--- src/rtl/mult_arbiter_if.sv ---
// Bundle shared by the requesters, the external multiplier and the arbiter.
// slave is the arbiter's view; master is the requester/multiplier side.
interface mult_arbiter_if #(
    parameter int NREQ   = 4,
    parameter int WIDTHA = 16,
    parameter int WIDTHB = 24
);
    logic [NREQ-1:0]          req_valid;
    logic [NREQ-1:0]          req_ready;
    logic [NREQ*WIDTHA-1:0]   req_a;
    logic [NREQ*WIDTHB-1:0]   req_b;
    logic [WIDTHA-1:0]        mul_a;
    logic [WIDTHB-1:0]        mul_b;
    logic [WIDTHA+WIDTHB-1:0] mul_res;
    logic [NREQ-1:0]          res_valid;
    logic [WIDTHA+WIDTHB-1:0] res_data;
    logic [3:0]               inflight;
    logic                     idle;

    modport slave (
        input  req_valid, req_a, req_b, mul_res,
        output req_ready, mul_a, mul_b, res_valid, res_data, inflight, idle
    );

    modport master (
        output req_valid, req_a, req_b, mul_res,
        input  req_ready, mul_a, mul_b, res_valid, res_data, inflight, idle
    );
endinterface

--- src/rtl/mult_arbiter.sv ---
// Round-robin arbiter sharing one fixed-latency unsigned multiplier among NREQ
// requesters; an issue-tag pipeline routes each product back to its requester.
module mult_arbiter #(
    parameter int NREQ    = 4,
    parameter int WIDTHA  = 16,
    parameter int WIDTHB  = 24,
    parameter int MUL_LAT = 5
) (
    input  logic         clk,
    input  logic         rst,
    mult_arbiter_if.slave bus
);
    localparam int IDW = $clog2(NREQ);

    logic [IDW-1:0]    r_ptr;
    logic [WIDTHA-1:0] r_mul_a;
    logic [WIDTHB-1:0] r_mul_b;
    logic [MUL_LAT:0]  r_tag_vld;
    logic [IDW-1:0]    r_tag_id [MUL_LAT+1];
    logic [3:0]        r_inflight;

    logic [NREQ-1:0]   w_rot;
    logic [IDW:0]      w_first;
    logic [IDW:0]      w_sum;
    logic [IDW-1:0]    w_grant_id;
    logic              w_xfer;
    logic              w_ret;

    // Rotate requests so bit 0 is the pointer position; lowest set bit wins.
    always_comb begin
        w_rot   = NREQ'({bus.req_valid, bus.req_valid} >> r_ptr);
        w_xfer  = 1'b0;
        w_first = '0;
        for (int k = NREQ - 1; k >= 0; k--) begin
            if (w_rot[k]) begin
                w_xfer  = 1'b1;
                w_first = (IDW+1)'(k);
            end
        end
        w_sum = {1'b0, r_ptr} + w_first;
        if (w_sum >= (IDW+1)'(NREQ)) begin
            w_sum = w_sum - (IDW+1)'(NREQ);
        end
        w_grant_id = IDW'(w_sum);
        if (rst) begin
            w_xfer = 1'b0;
        end
    end

    assign w_ret         = r_tag_vld[MUL_LAT];
    assign bus.req_ready = w_xfer ? (NREQ'(1) << w_grant_id) : '0;
    assign bus.res_valid = w_ret ? (NREQ'(1) << r_tag_id[MUL_LAT]) : '0;
    assign bus.res_data  = bus.mul_res;
    assign bus.mul_a     = r_mul_a;
    assign bus.mul_b     = r_mul_b;
    assign bus.inflight  = r_inflight;
    assign bus.idle      = (r_inflight == 4'd0) && (bus.req_valid == '0);

    // Issue stage: pointer advance and operand capture
    always_ff @(posedge clk or posedge rst) begin
        if (rst) begin
            r_ptr   <= '0;
            r_mul_a <= '0;
            r_mul_b <= '0;
        end else if (w_xfer) begin
            r_ptr   <= (w_grant_id == IDW'(NREQ - 1)) ? '0 : w_grant_id + 1'b1;
            r_mul_a <= bus.req_a[w_grant_id*WIDTHA +: WIDTHA];
            r_mul_b <= bus.req_b[w_grant_id*WIDTHB +: WIDTHB];
        end
    end

    // Tag pipeline: valid is control (reset), id is data (no reset needed)
    always_ff @(posedge clk or posedge rst) begin
        if (rst) begin
            r_tag_vld <= '0;
        end else begin
            r_tag_vld <= {r_tag_vld[MUL_LAT-1:0], w_xfer};
        end
    end

    always_ff @(posedge clk) begin
        r_tag_id[0] <= w_grant_id;
        for (int k = 1; k <= MUL_LAT; k++) begin
            r_tag_id[k] <= r_tag_id[k-1];
        end
    end

    // Occupancy: issue and return in the same cycle cancel out
    always_ff @(posedge clk or posedge rst) begin
        if (rst) begin
            r_inflight <= 4'd0;
        end else begin
            case ({w_xfer, w_ret})
                2'b10:   r_inflight <= r_inflight + 4'd1;
                2'b01:   r_inflight <= r_inflight - 4'd1;
                default: r_inflight <= r_inflight;
            endcase
        end
    end
endmodule
--- src/flat_wrapper.sv ---
// flat-port wrapper written by rule: the top's interface ports become plain ports
module mult_arbiter_flat 
#(
    parameter int NREQ    = 4,
    parameter int WIDTHA  = 16,
    parameter int WIDTHB  = 24,
    parameter int MUL_LAT = 5
)
  (clk, rst, bus_req_valid, bus_req_a, bus_req_b, bus_mul_res, bus_req_ready, bus_mul_a, bus_mul_b, bus_res_valid, bus_res_data, bus_inflight, bus_idle);
  mult_arbiter_if #(.NREQ(NREQ), .WIDTHA(WIDTHA), .WIDTHB(WIDTHB)) bus_i ();
  input  logic clk;
  input  logic rst;
  input wire logic [$bits(bus_i.req_valid)-1:0] bus_req_valid;
  input wire logic [$bits(bus_i.req_a)-1:0] bus_req_a;
  input wire logic [$bits(bus_i.req_b)-1:0] bus_req_b;
  input wire logic [$bits(bus_i.mul_res)-1:0] bus_mul_res;
  output wire logic [$bits(bus_i.req_ready)-1:0] bus_req_ready;
  output wire logic [$bits(bus_i.mul_a)-1:0] bus_mul_a;
  output wire logic [$bits(bus_i.mul_b)-1:0] bus_mul_b;
  output wire logic [$bits(bus_i.res_valid)-1:0] bus_res_valid;
  output wire logic [$bits(bus_i.res_data)-1:0] bus_res_data;
  output wire logic [$bits(bus_i.inflight)-1:0] bus_inflight;
  output wire logic [$bits(bus_i.idle)-1:0] bus_idle;
  assign bus_i.req_valid = bus_req_valid;
  assign bus_i.req_a = bus_req_a;
  assign bus_i.req_b = bus_req_b;
  assign bus_i.mul_res = bus_mul_res;
  assign bus_req_ready = bus_i.req_ready;
  assign bus_mul_a = bus_i.mul_a;
  assign bus_mul_b = bus_i.mul_b;
  assign bus_res_valid = bus_i.res_valid;
  assign bus_res_data = bus_i.res_data;
  assign bus_inflight = bus_i.inflight;
  assign bus_idle = bus_i.idle;
  mult_arbiter #(.NREQ(NREQ), .WIDTHA(WIDTHA), .WIDTHB(WIDTHB), .MUL_LAT(MUL_LAT)) u_core (.clk(clk), .rst(rst), .bus(bus_i));
endmodule
--- config.mk ---
export PLATFORM = sky130hd
export DESIGN_NAME = mult_arbiter_flat
export DESIGN_NICKNAME = d
export VERILOG_FILES = /design/src/rtl/mult_arbiter_if.sv /design/src/rtl/mult_arbiter.sv /design/src/flat_wrapper.sv
export SDC_FILE = /design/constraint.sdc
export NUM_CORES = 1
export LEC_CHECK = 0
export ABC_CLOCK_PERIOD_IN_PS = 7000
export CORE_UTILIZATION = 25
export DETAILED_ROUTE_END_ITERATION = 10
export SYNTH_ARGS = -nofsm -noshare
export SYNTH_HDL_FRONTEND = slang
export SYNTH_SLANG_ARGS = --single-unit
--- constraint.sdc ---
create_clock -name clk -period 7 [get_ports clk]
set_input_delay 2.1 -clock clk [delete_from_list [all_inputs] [get_ports clk]]
set_output_delay 2.1 -clock clk [all_outputs]
set_load 0.01 [all_outputs]
---- Word level (Yosys, flattened, before mapping) ----
Memories as Yosys holds them, arrays and structs flattened.
Index checks and enable logic that the tools add are counted.
cells by class
  magnitude comparators ................... 1
  $add $sub $neg .......................... 5
  reduce and logical (&&, ||, !) cells .... 4
  multiply operators ...................... 1
  shift-type cells ........................ 5
  equal/unequal tests ..................... 3
  mux-type cells .......................... 14
operators by type and width
  cell                 count
  $shiftx 96x8->24     1
  $shiftx 64x7->16     1
  $mux 3               3
  $logic_not 4->1      2
  $mux 4               2
  $pmux 4 s2           1
  $shl 1x2->4 const A  2
  $shr 8x2->4          1
  $mux 2               3
  $mux 1               5
  $add 4x1->4 const B  1
  $eq 2x2->1 const B   2
  $mul 2x2->4 const B  1
  $sub 4x1->4 const B  1
  $add 2x3->3          1
  $ge 3x3->1 const B   1
  $add 2x1->2 const B  1
  $eq 2x1->1 const B   1
  $reduce_bool 2->1    1
  $sub 2x1->2 const B  1
  $logic_and 1x1->1    1
storage, ports and cells
  RAM bits ................................ 12
  logic and storage cells ................. 39
  register bits after elaboration ......... 52
  output and inout port bits .............. 93
  input port bits ......................... 206
  memories ................................ 1
memories
  memory           words  bits a word  rd ports  clocked after memory_dff  write ports  RTL line            RTL
  u_core.r_tag_id  6      2            6         0                         6            mult_arbiter.sv:19  logic [IDW-1:0] r_tag_id [MUL_LAT+1];

---- Logic depth before layout (Yosys ltp) ----
Gate-level depths: netlist of the first run.
  word-level depth ........................ 10
  depth in mapped cells ................... 12
  depth with buffers taken out ............ 11

---- Worst setup path before layout of the first run ----
Ideal clock, no wire load.
  path type ............................... in2out
  start point ............................. in bus_req_valid[2]
  end point ............................... out bus_req_ready[1]
  slack ................................... 868 ps
  stages .................................. 11
  buffers on the path ..................... 1
  data arrival time ....................... 4,032 ps
  required time ........................... 4,900 ps
  path through ............................ or2b_1 > o21ai_0 > a2bb2oi_1 > a21oi_1 > ha_1 > xor2_1 > buf_2 > xnor2_1 > inv_1 > ha_1 > and2_1
on the way
  cells in the longest elaborated chain, start to end .. 10
  elaborated cells between the ends (all ways) .. 16
  those cells by class .................... 2 x add/sub; 1 x order compare; 2 x shift; 11 x mux
ends and longest elaborated chain
  element                                    RTL line                                RTL
  start: declaration                         flat_wrapper.sv:13                      input wire logic [$bits(bus_i.req_valid)-1:0] bus_req_valid;
  $shr 8x2->4 *                              mult_arbiter.sv:31                      w_rot = NREQ'({bus.req_valid, bus.req_valid} >> r_ptr);
  $mux 2                                     mult_arbiter.sv:35                      if (w_rot[k]) begin
  $mux 3 (2 in a row)                        mult_arbiter.sv:35
  $mux 3 *                                   mult_arbiter.sv:35
  $add 2x3->3 *                              mult_arbiter.sv:40                      w_sum = {1'b0, r_ptr} + w_first;
  $ge 3x3->1 or $sub 2x1->2 (tied branches)  mult_arbiter.sv:41, mult_arbiter.sv:42
  $mux 2 *                                   mult_arbiter.sv:41                      if (w_sum >= (IDW+1)'(NREQ)) begin
  net u_core.w_sum[1]                        mult_arbiter.sv:24                      logic [IDW:0] w_sum;
  $shl 1x2->4 *                              mult_arbiter.sv:51                      assign bus.req_ready = w_xfer ? (NREQ'(1) << w_grant_id) : '0;
  $mux 4 *                                   mult_arbiter.sv:51
  end: declaration                           flat_wrapper.sv:17                      output wire logic [$bits(bus_i.req_ready)-1:0] bus_req_ready;
The timed path passes the listed nets; every way through them passes the cells marked *.

---- Final worst setup path of the first run ----
  start point ............................. in bus_req_valid[1]
  end point ............................... out bus_req_ready[1]
Same word-level chain as after synthesis.

==> results of run 1 <==
state kept, by name (all words and copies together), names as in the netlist:
name,count
u_core.bus.mul_a,16
u_core.bus.inflight,4
u_core.bus.mul_b,24
u_core.r_tag_vld,6
u_core.r_tag_id,12
u_core.r_ptr,2
stage by stage:
step           instance area (um^2)  utilization [%]  power, W  std cells  hold slack [ns]
2_1_floorplan                  5460                -   0.00217        630            0.310
3_3_place_gp                   7450             35.1   0.00283       1037            0.311
3_5_place_dp                   7450             35.1   0.00286       1037            0.312
4_1_cts                        7760             36.6   0.00336       1053            0.319
5_1_grt                        7770             36.6   0.00358       1053            0.332
6_report                       7770             36.6   0.00330       1053            0.321
routing by layer:
| layer | up-vias | GRT usage (%) | routed length [um] |
|---|---|---|---|
| met5 | - | 0 | 0 |
| met1 | 2248 | 15.9 | 6400 |
| met2 | 160 | 24.4 | 7570 |
| li1 | 2503 | - | - |
| met3 | 29 | 3.51 | 1060 |
| met4 | 0 | 5.45 | 329 |
critical path: cells and delay by family:
kind                     cells  cell delay, ns
AO/OA/AOI/OAI                3            0.42
XOR/XNOR                     2            0.43
adder cells (fa/ha/maj)      2            0.40
buffers and inverters        3            1.11
AND/OR/NAND/NOR              2            0.28
area by class of cell:
cell class                 count  area [um^2]
inverter                       6         22.5
sequential                    64         1540
timing repair buffer         230         2270
multi-input combinational    462         3280
fill                        2192        13500
clock inverter                 6         67.6
tap                          275          344
clock buffer                  10          239
placed cells by master (no fill, tap or decap), drive strengths merged, types with 3 or more instances in the layout:
cell / synthesis / routed
clkdlybuf4s50: 0 / 218
nand2: 46 / 46
xnor2: 3 / 3
clkbuf: 11 / 10
ha: 8 / 8
dfrtp: 52 / 52
mux2i: 160 / 160
and2: 5 / 5
a21oi: 3 / 3
nand3: 40 / 40
xor2: 5 / 5
nor3: 161 / 161
buf: 87 / 12
dfxtp: 12 / 12
nor2: 8 / 8
inv: 6 / 7
o21ai: 3 / 3
kinds of logic after synthesis:
kind of cell / synth area share [%]
xor gates and xnor gates: 1.42
AOI/OAI and AO/OA: 1.61
buffers and inverters: 13.0
DFF: 28.3
and+or+nand+nor: 24.4
adders and majority gates: 1.83
muxes: 29.6
report_power, final:
part	total (W)	internal (W)	switching (W)	leakage, nW
logic	0.00217	0.000993	0.00117	2.66
registers	0.000662	0.000546	0.000116	0.736
clock network	0.000471	0.000287	0.000184	0.145
total	0.00330	0.00183	0.00147	3.54
final timing paths:
path | start | cells past startpoint | slack (ns) | to
worst max-delay path | bus_req_valid[1] | 12 | 0.17 | bus_req_ready[1]
worst min-delay path | u_core.r_tag_id[1][1]$_DFF_P_ | 0 | 0.32 | u_core.r_tag_id[2][1]$_DFF_P_
worst max register to register | u_core.r_ptr[1]$_DFFE_PP0P_ | 10 | 3.52 | u_core.bus.mul_b[12]$_DFFE_PP0P_
worst min register to register | u_core.r_tag_id[1][1]$_DFF_P_ | 0 | 0.32 | u_core.r_tag_id[2][1]$_DFF_P_
max in group asynchronous | rst | 3 | 4.20 | u_core.bus.mul_a[8]$_DFFE_PP0P_
min in group asynchronous | rst | 3 | 2.32 | u_core.bus.inflight[1]$_DFFE_PP0P_
==> reports/results.ini, run 1 <==
[routing]
vias=4940
firstDrtPassIters=6
dr.first_iter.drc_count=145
drtAntennaViolNets=0
via_per_inst=4.69
drt-wirelength-per-cell_um=14.6
routed_wl_um=15400
drcViolationCount=0

[finish]
antenna_cells=0
area_delta_synth_final_pct=42.4
layout.nets=987
drive_gt1_share_pct=4.76

[pwr]
cellPowerDensity_mw_per_mm2=425
leakage_nw=3.54
peakVddDrop_uv=232

[logic_synthesis]
synth_cell_type_count=35
synth.net_count=844
syn_area_per_cell_um2=8.66
synth_area_leader_cell=mux2i_1
synth_seq_cells=64
synth.most_common_cell=nor3_1
syn_inst=630
synth_flop_cell=dfrtp_1
synthTopCellsByCount=nor3_1 (161), mux2i_1 (160), dfrtp_1 (52), buf_4 (51), nand2_1 (46)
yosysTopAreaCellShare_pct=29.4
async_flop_share_pct=81.3
synth_edf_count=0
synth_area_mm2=0.00546
ys_warn_count=0
yosysSeqAreaShare_pct=28.3
synthTopCellsByArea=mux2i_1 (29%), dfrtp_1 (24%), nor3_1 (15%)

[grt]
antenna_found_initial=0
first_global_vias=4814
track_usage_pct=13.8
grt_max_degree=105
grt_overflow=0
grt_first_pass_wirelength_um=24300

[timing]
setup_violations=0
fin_crit_sh_pct=97.5
worst_slack_ns=0.172
setup_tns_ns=0
hold_violations=0
post-route-min-period_ns=6.83
maxSlewViolCount=0
max_freq_mhz=146
clock_skew_ns=0.00704
worst_pin_slew_ns=1.13
relSlewSlack_pct=24.6

[job]
drv_cap=0

[critical_path]
slowest_stage=clkdlybuf4s50_1
worstSetupPathType=input pin to primary output
endpoint_kind=primary output
start_kind=input pin
required_ns=4.90
max_stage_delay_ns=0.54
critPathArrivalTime_ns=4.73
cp_max_fo=5
crit_path_frequent_cell=clkdlybuf4s50_1
cp_cell_sequence=clkdlybuf4s50_1 -> or2b_1 -> o21ai_0 -> a2bb2oi_1 -> a21oi_2 -> ha_4 -> xor2_4 -> xnor2_2 -> inv_1 -> ha_1 -> and2_1 -> clkdlybuf4s50_1

[clock_network]
clockBufferDepth=2
htreeDepth=3
post-cts-setup-buffers=0
ctsResizeCount=0
ctsHoldBuffers=0
cts.sinks=64
clk_latency_ns=0.34
clockRootBuffer=clkbuf_16
clk_pin_slew_ns=0.06
cts_tree=built
cts_buffers=9

[place]
dpl.hpwl_um=10400
gp_congestion=0.721
dp_worst_setup_slack_ns=0.0817
io_buffers=218

[floorplanning]
rows=53
dieArea_mm2=0.0224
core_area_mm2=0.0212
initial_core_util_pct=25.7
io_pins=299
die_x_um=150
die_y_um=150

[run_status]
status=finished, final reports clean

[hold_path]
hp-class=flip-flop to flip-flop

No activity file was read; power rests on OpenSTA's default activity.
==> run 2: changes to the inputs <==
CTS_CLUSTER_SIZE = 8   (was default)
REMOVE_ABC_BUFFERS = 1   (was default)
==> reports/results.ini, run 2 (synthesis results as in run 1) <==
[routing]
dr.first_iter.drc_count=153
firstDrtPassIters=4
drtAntennaViolNets=0
met3_length_um=2360
drt-met1-wl_um=7910
topRoutingLayerUsed=met5
drcViolationCount=0
vias=5034
dr_wl_met2_um=7490
via_per_inst=4.79
drt-wirelength-per-cell_um=17.2
routed_wl_um=18100

[critical_path]
critPathArrivalTime_ns=4.70
reg2regPathDepth=10
r2r-start=u_core.r_ptr[1]$_DFFE_PP0P_
timing.rr.end=u_core.bus.mul_b[4]$_DFFE_PP0P_
crit_start=bus_req_valid[0]
rrSetupSlack_ns=3.90
worstSetupPathType=input pin to primary output
required_ns=4.90
cp_max_fo=4
start_kind=input pin
endpoint_kind=primary output

[floorplanning]
dieArea_mm2=0.0224
io_pins=299
die_x_um=150
initial_core_util_pct=25.7
die_y_um=150
core_area_mm2=0.0212
rows=53

[job]
drv_cap=0

[pwr]
clock_power_share_pct=14.0
p_switching_w=0.00146
cellPowerDensity_mw_per_mm2=423
intPower_w=0.00182
swShare_pct=44.5
leakage_nw=3.55
p_comb_share_pct=65.9
seqPwrFrac_pct=20.1
peakVddDrop_uv=317

[place]
dpl.hpwl_um=13000
dp_worst_setup_slack_ns=0.0420
io_buffers=218
gp_congestion=0.704

[timing]
maxSlewViolCount=0
fin_crit_sh_pct=97.1
rsz0062_at_grt=false
worst_pin_slew_ns=1.04
relSlewSlack_pct=30.4
clock_skew_ns=0.00690
post-route-min-period_ns=6.80
max_freq_mhz=147
setup_violations=0
setup_tns_ns=0
worst_slack_ns=0.200
hold_violations=0

[grt]
track_usage_pct=16.0
grt_max_degree=112
antenna_found_initial=0
first_global_vias=4700
grt_first_pass_wirelength_um=27100
grt_overflow=0

[finish]
layout_common_cells=clkdlybuf4s50_1 (217), mux2i_1 (160), nor3_1 (160)
final_common_cell=clkdlybuf4s50_1
layout.nets=986
largest_register_ffs=24
drive_gt1_share_pct=4.64
area_delta_synth_final_pct=42.2
antenna_cells=0

[clock_network]
htreeDepth=3
clockBufferDepth=2
cts_tree=built
clk_pin_slew_ns=0.05
clockRootBuffer=clkbuf_16
clk_latency_ns=0.33
post-cts-setup-buffers=0
cts.sinks=64
cts_buffers=9

[hold_path]
min_from=u_core.r_tag_id[0][0]$_DFF_P_
hold_depth=0
hp-class=flip-flop to flip-flop
whs_endpoint=u_core.r_tag_id[1][0]$_DFF_P_

[run_status]
status=finished, final reports clean

==> run 2: cell count changes in the layout (fill, tap and decap cells not counted), sizes merged <==
cell / delta
inv: -1
dlymetal6s2s: +1
clkinvlp: -2
buf: -1
clkinv: +2
clkdlybuf4s50: -1
==> run 2: worst max-delay path by stage <==
stage,end,slack [ns],depth (start not counted)
after floorplan,bus_req_ready[3],-4.81,5
after global routing,bus_req_ready[1],0.03,13
after global placement,bus_req_ready[1],0.12,12
final,bus_req_ready[1],0.20,13
after CTS,bus_req_ready[1],0.03,12
after detailed placement,bus_req_ready[1],0.04,12
==> run 2: through the flow <==
step | cells | total power [W] | cell area, um^2 | util [%] | hold slack, ns
6_report | 1051 | 0.00328 | 7760 | 36.6 | 0.325
5_1_grt | 1051 | 0.00355 | 7760 | 36.6 | 0.329
3_5_place_dp | 1036 | 0.00285 | 7440 | 35.1 | 0.312
3_3_place_gp | 1036 | 0.00282 | 7440 | 35.1 | 0.310
4_1_cts | 1051 | 0.00333 | 7740 | 36.5 | 0.324
2_1_floorplan | 532 | 0.00225 | 4770 | - | 0.310
==> run 2: metal layers <==
layer	up-vias	track usage (%)
li1	2515	-
met1	2294	19.6
met2	202	23.1
met3	19	9.36
met4	4	3.79
met5	-	5.23
==> run 2: what timing repair did <==
item | in CTS | in global routing
hold buffers | 0 | 0
gates resized for setup | 0 | 4
setup endpoints to repair | 0 | 4
==> run 2: area by class of cell <==
class	count	area, um^2
Fill cell	2185	13500
Multi-Input combinational cell	462	3290
Timing Repair Buffer	229	2270
Sequential cell	64	1540
Tap cell	275	344
Clock buffer	10	239
Clock inverter	5	57.6
Inverter	6	22.5
==> run 2: power groups by stage <==
stage	Sequential (W)	Combinational [W]	Clock, W
final	0.000660	0.00216	0.000459
after detailed placement	0.000664	0.00219	0
after CTS	0.000662	0.00219	0.000480
after floorplan	0.000703	0.00154	0
after global placement	0.000662	0.00216	0
after global routing	0.000685	0.00237	0.000491
==> run 2: worst max-delay path, cell delays in order <==
cell and delay (ns):
clkdlybuf4s50_1 0.48, inv_1 0.07, o21ai_0 0.17, a21oi_1 0.11, nor3_2 0.17, a21oi_2 0.06
ha_4 0.21, xor2_4 0.16, xnor2_2 0.26, inv_1 0.10, ha_1 0.19, and2_1 0.14
clkdlybuf4s50_1 0.48
==> run 3: changes to the inputs <==
--- a/config.mk
+++ b/config.mk
@@ -8,5 +8,4 @@
 export ABC_CLOCK_PERIOD_IN_PS = 7000
 export CORE_UTILIZATION = 25
-export CTS_CLUSTER_SIZE = 8
 export DETAILED_ROUTE_END_ITERATION = 10
 export REMOVE_ABC_BUFFERS = 1
==> constraint.sdc (replaced) <==
create_clock -name clk -period 7 [get_ports clk]
set_input_delay 2.1 -clock clk [delete_from_list [all_inputs] [get_ports clk]]
set_output_delay 2.1 -clock clk [all_outputs]
set_load 0.005 [all_outputs]
==> reports/results.ini, run 3 (synthesis results as in run 1) <==
[grt]
grt-busiest-layer=met2
grt.met3_usage_pct=9.30
met2_usage_pct=23.1
globalRouteMet1Util_pct=20.8
antenna_found_initial=0
grt_overflow=0
track_usage_pct=16.4
grt_max_degree=112
first_global_vias=4718
grt_first_pass_wirelength_um=27600

[place]
io_buffers=218
dpl.hpwl_um=13200
gp_congestion=0.706

[pwr]
intPower_w=0.00185
p_switching_w=0.00142
peakVddDrop_uv=342
cellPowerDensity_mw_per_mm2=420
finalPower_w=0.00327
leakage_nw=3.55
p_comb_share_pct=64.2
swShare_pct=43.4
seqPwrFrac_pct=20.2
clock_power_share_pct=15.6

[critical_path]
required_ns=4.90
worstSetupPathType=input pin to primary output
critPathArrivalTime_ns=4.65
start_kind=input pin
cp_max_fo=4
endpoint_kind=primary output

[finish]
largest_register_ffs=24
drive_gt1_share_pct=4.63
layout.nets=986
area_delta_synth_final_pct=42.7
final_common_cell=clkdlybuf4s50_1
layout_common_cells=clkdlybuf4s50_1 (217), nor3_1 (161), mux2i_1 (160)
fin_util_pct=36.7
antenna_cells=0

[routing]
drcViolationCount=0
firstDrtPassIters=4
vias=4965
via_per_inst=4.72
dr.first_iter.drc_count=204
routed_wl_um=18300
drtAntennaViolNets=0
drt-wirelength-per-cell_um=17.4

[clock_network]
cts_tree=built
cts_buffers=9
post-cts-setup-buffers=0
cts.sinks=64
clk_latency_ns=0.34
htreeDepth=3
clk_pin_slew_ns=0.05
clockRootBuffer=clkbuf_16
ctsHoldBuffers=0
clockBufferDepth=2

[floorplanning]
rows=53
die_x_um=150
initial_core_util_pct=25.7
dieArea_mm2=0.0224
io_pins=299
core_area_mm2=0.0212
die_y_um=150

[timing]
rsz0062_at_grt=false
hold_violations=0
setup_violations=0
relSlewSlack_pct=27.1
worst_pin_slew_ns=1.09
max_freq_mhz=148
clock_skew_ns=0.00911
fin_crit_sh_pct=96.4
maxSlewViolCount=0
post-route-min-period_ns=6.75

[hold_path]
hp-class=flip-flop to flip-flop

[job]
drv_cap=0

[run_status]
status=finished, final reports clean

-- run 3: critical path, stage by stage --
cell,delay (ns)
clkdlybuf4s50_1,0.47
inv_1,0.07
o21ai_0,0.16
a21oi_1,0.09
nor3_1,0.21
a21oi_2,0.07
ha_4,0.21
xor2_4,0.16
xnor2_2,0.26
inv_1,0.10
ha_1,0.18
and2_1,0.14
clkdlybuf4s50_1,0.43
-- run 3: cell type report --
cell class	count	area, um^2
fill	2182	13400
multi-input combinational	462	3280
timing repair buffer	229	2270
sequential	64	1540
tap	275	344
clock buffer	9	225
clock inverter	7	103
inverter	6	22.5
-- run 3: layer usage --
metal	vias up	wire, um
met4	4	156
met3	17	2340
met5	-	152
met2	197	7680
met1	2233	7970
li1	2514	-
-- run 3: final timing paths --
kind                                          startpoint  slack, ns                          endpoint  cells past startpoint
hold reg to reg            u_core.r_tag_id[1][0]$_DFF_P_       0.32     u_core.r_tag_id[2][0]$_DFF_P_                      0
min in group asynchronous                            rst       2.20     u_core.r_tag_vld[0]$_DFF_PP0_                      2
hold / removal             u_core.r_tag_id[1][0]$_DFF_P_       0.32     u_core.r_tag_id[2][0]$_DFF_P_                      0
setup reg to reg             u_core.r_ptr[1]$_DFFE_PP0P_       3.60  u_core.bus.mul_b[21]$_DFFE_PP0P_                     10
setup / recovery                        bus_req_valid[0]       0.25                  bus_req_ready[1]                     13
max in group asynchronous                            rst       3.91  u_core.bus.mul_b[11]$_DFFE_PP0P_                      3
-- run 3: timing repair --
item                                    CTS  global route
endpoints found under the hold margin     0             0
gates resized for setup                   0             3
endpoints found under the setup margin    0             4
-- run 3: stage by stage --
stage	setup WS [ns]	cell area [um^2]	cells	hold slack [ns]	TNS, ns
CTS	0.0211	7770	1052	0.325	0
floorplan	-4.79	4770	532	0.310	-107.16
finish	0.252	7780	1052	0.324	0
detailed placement	0.0378	7440	1036	0.312	0
global route	0.0124	7780	1052	0.332	0
global placement	0.115	7440	1036	0.310	0
-- run 3: power by group through the flow --
stage	Clock [W]	Combinational [W]	Sequential, W
after floorplan	0	0.00154	0.000655
after global placement	0	0.00211	0.000664
after detailed placement	0	0.00212	0.000666
after CTS	0.000532	0.00213	0.000664
after global routing	0.000547	0.00232	0.000687
final	0.000510	0.00210	0.000662
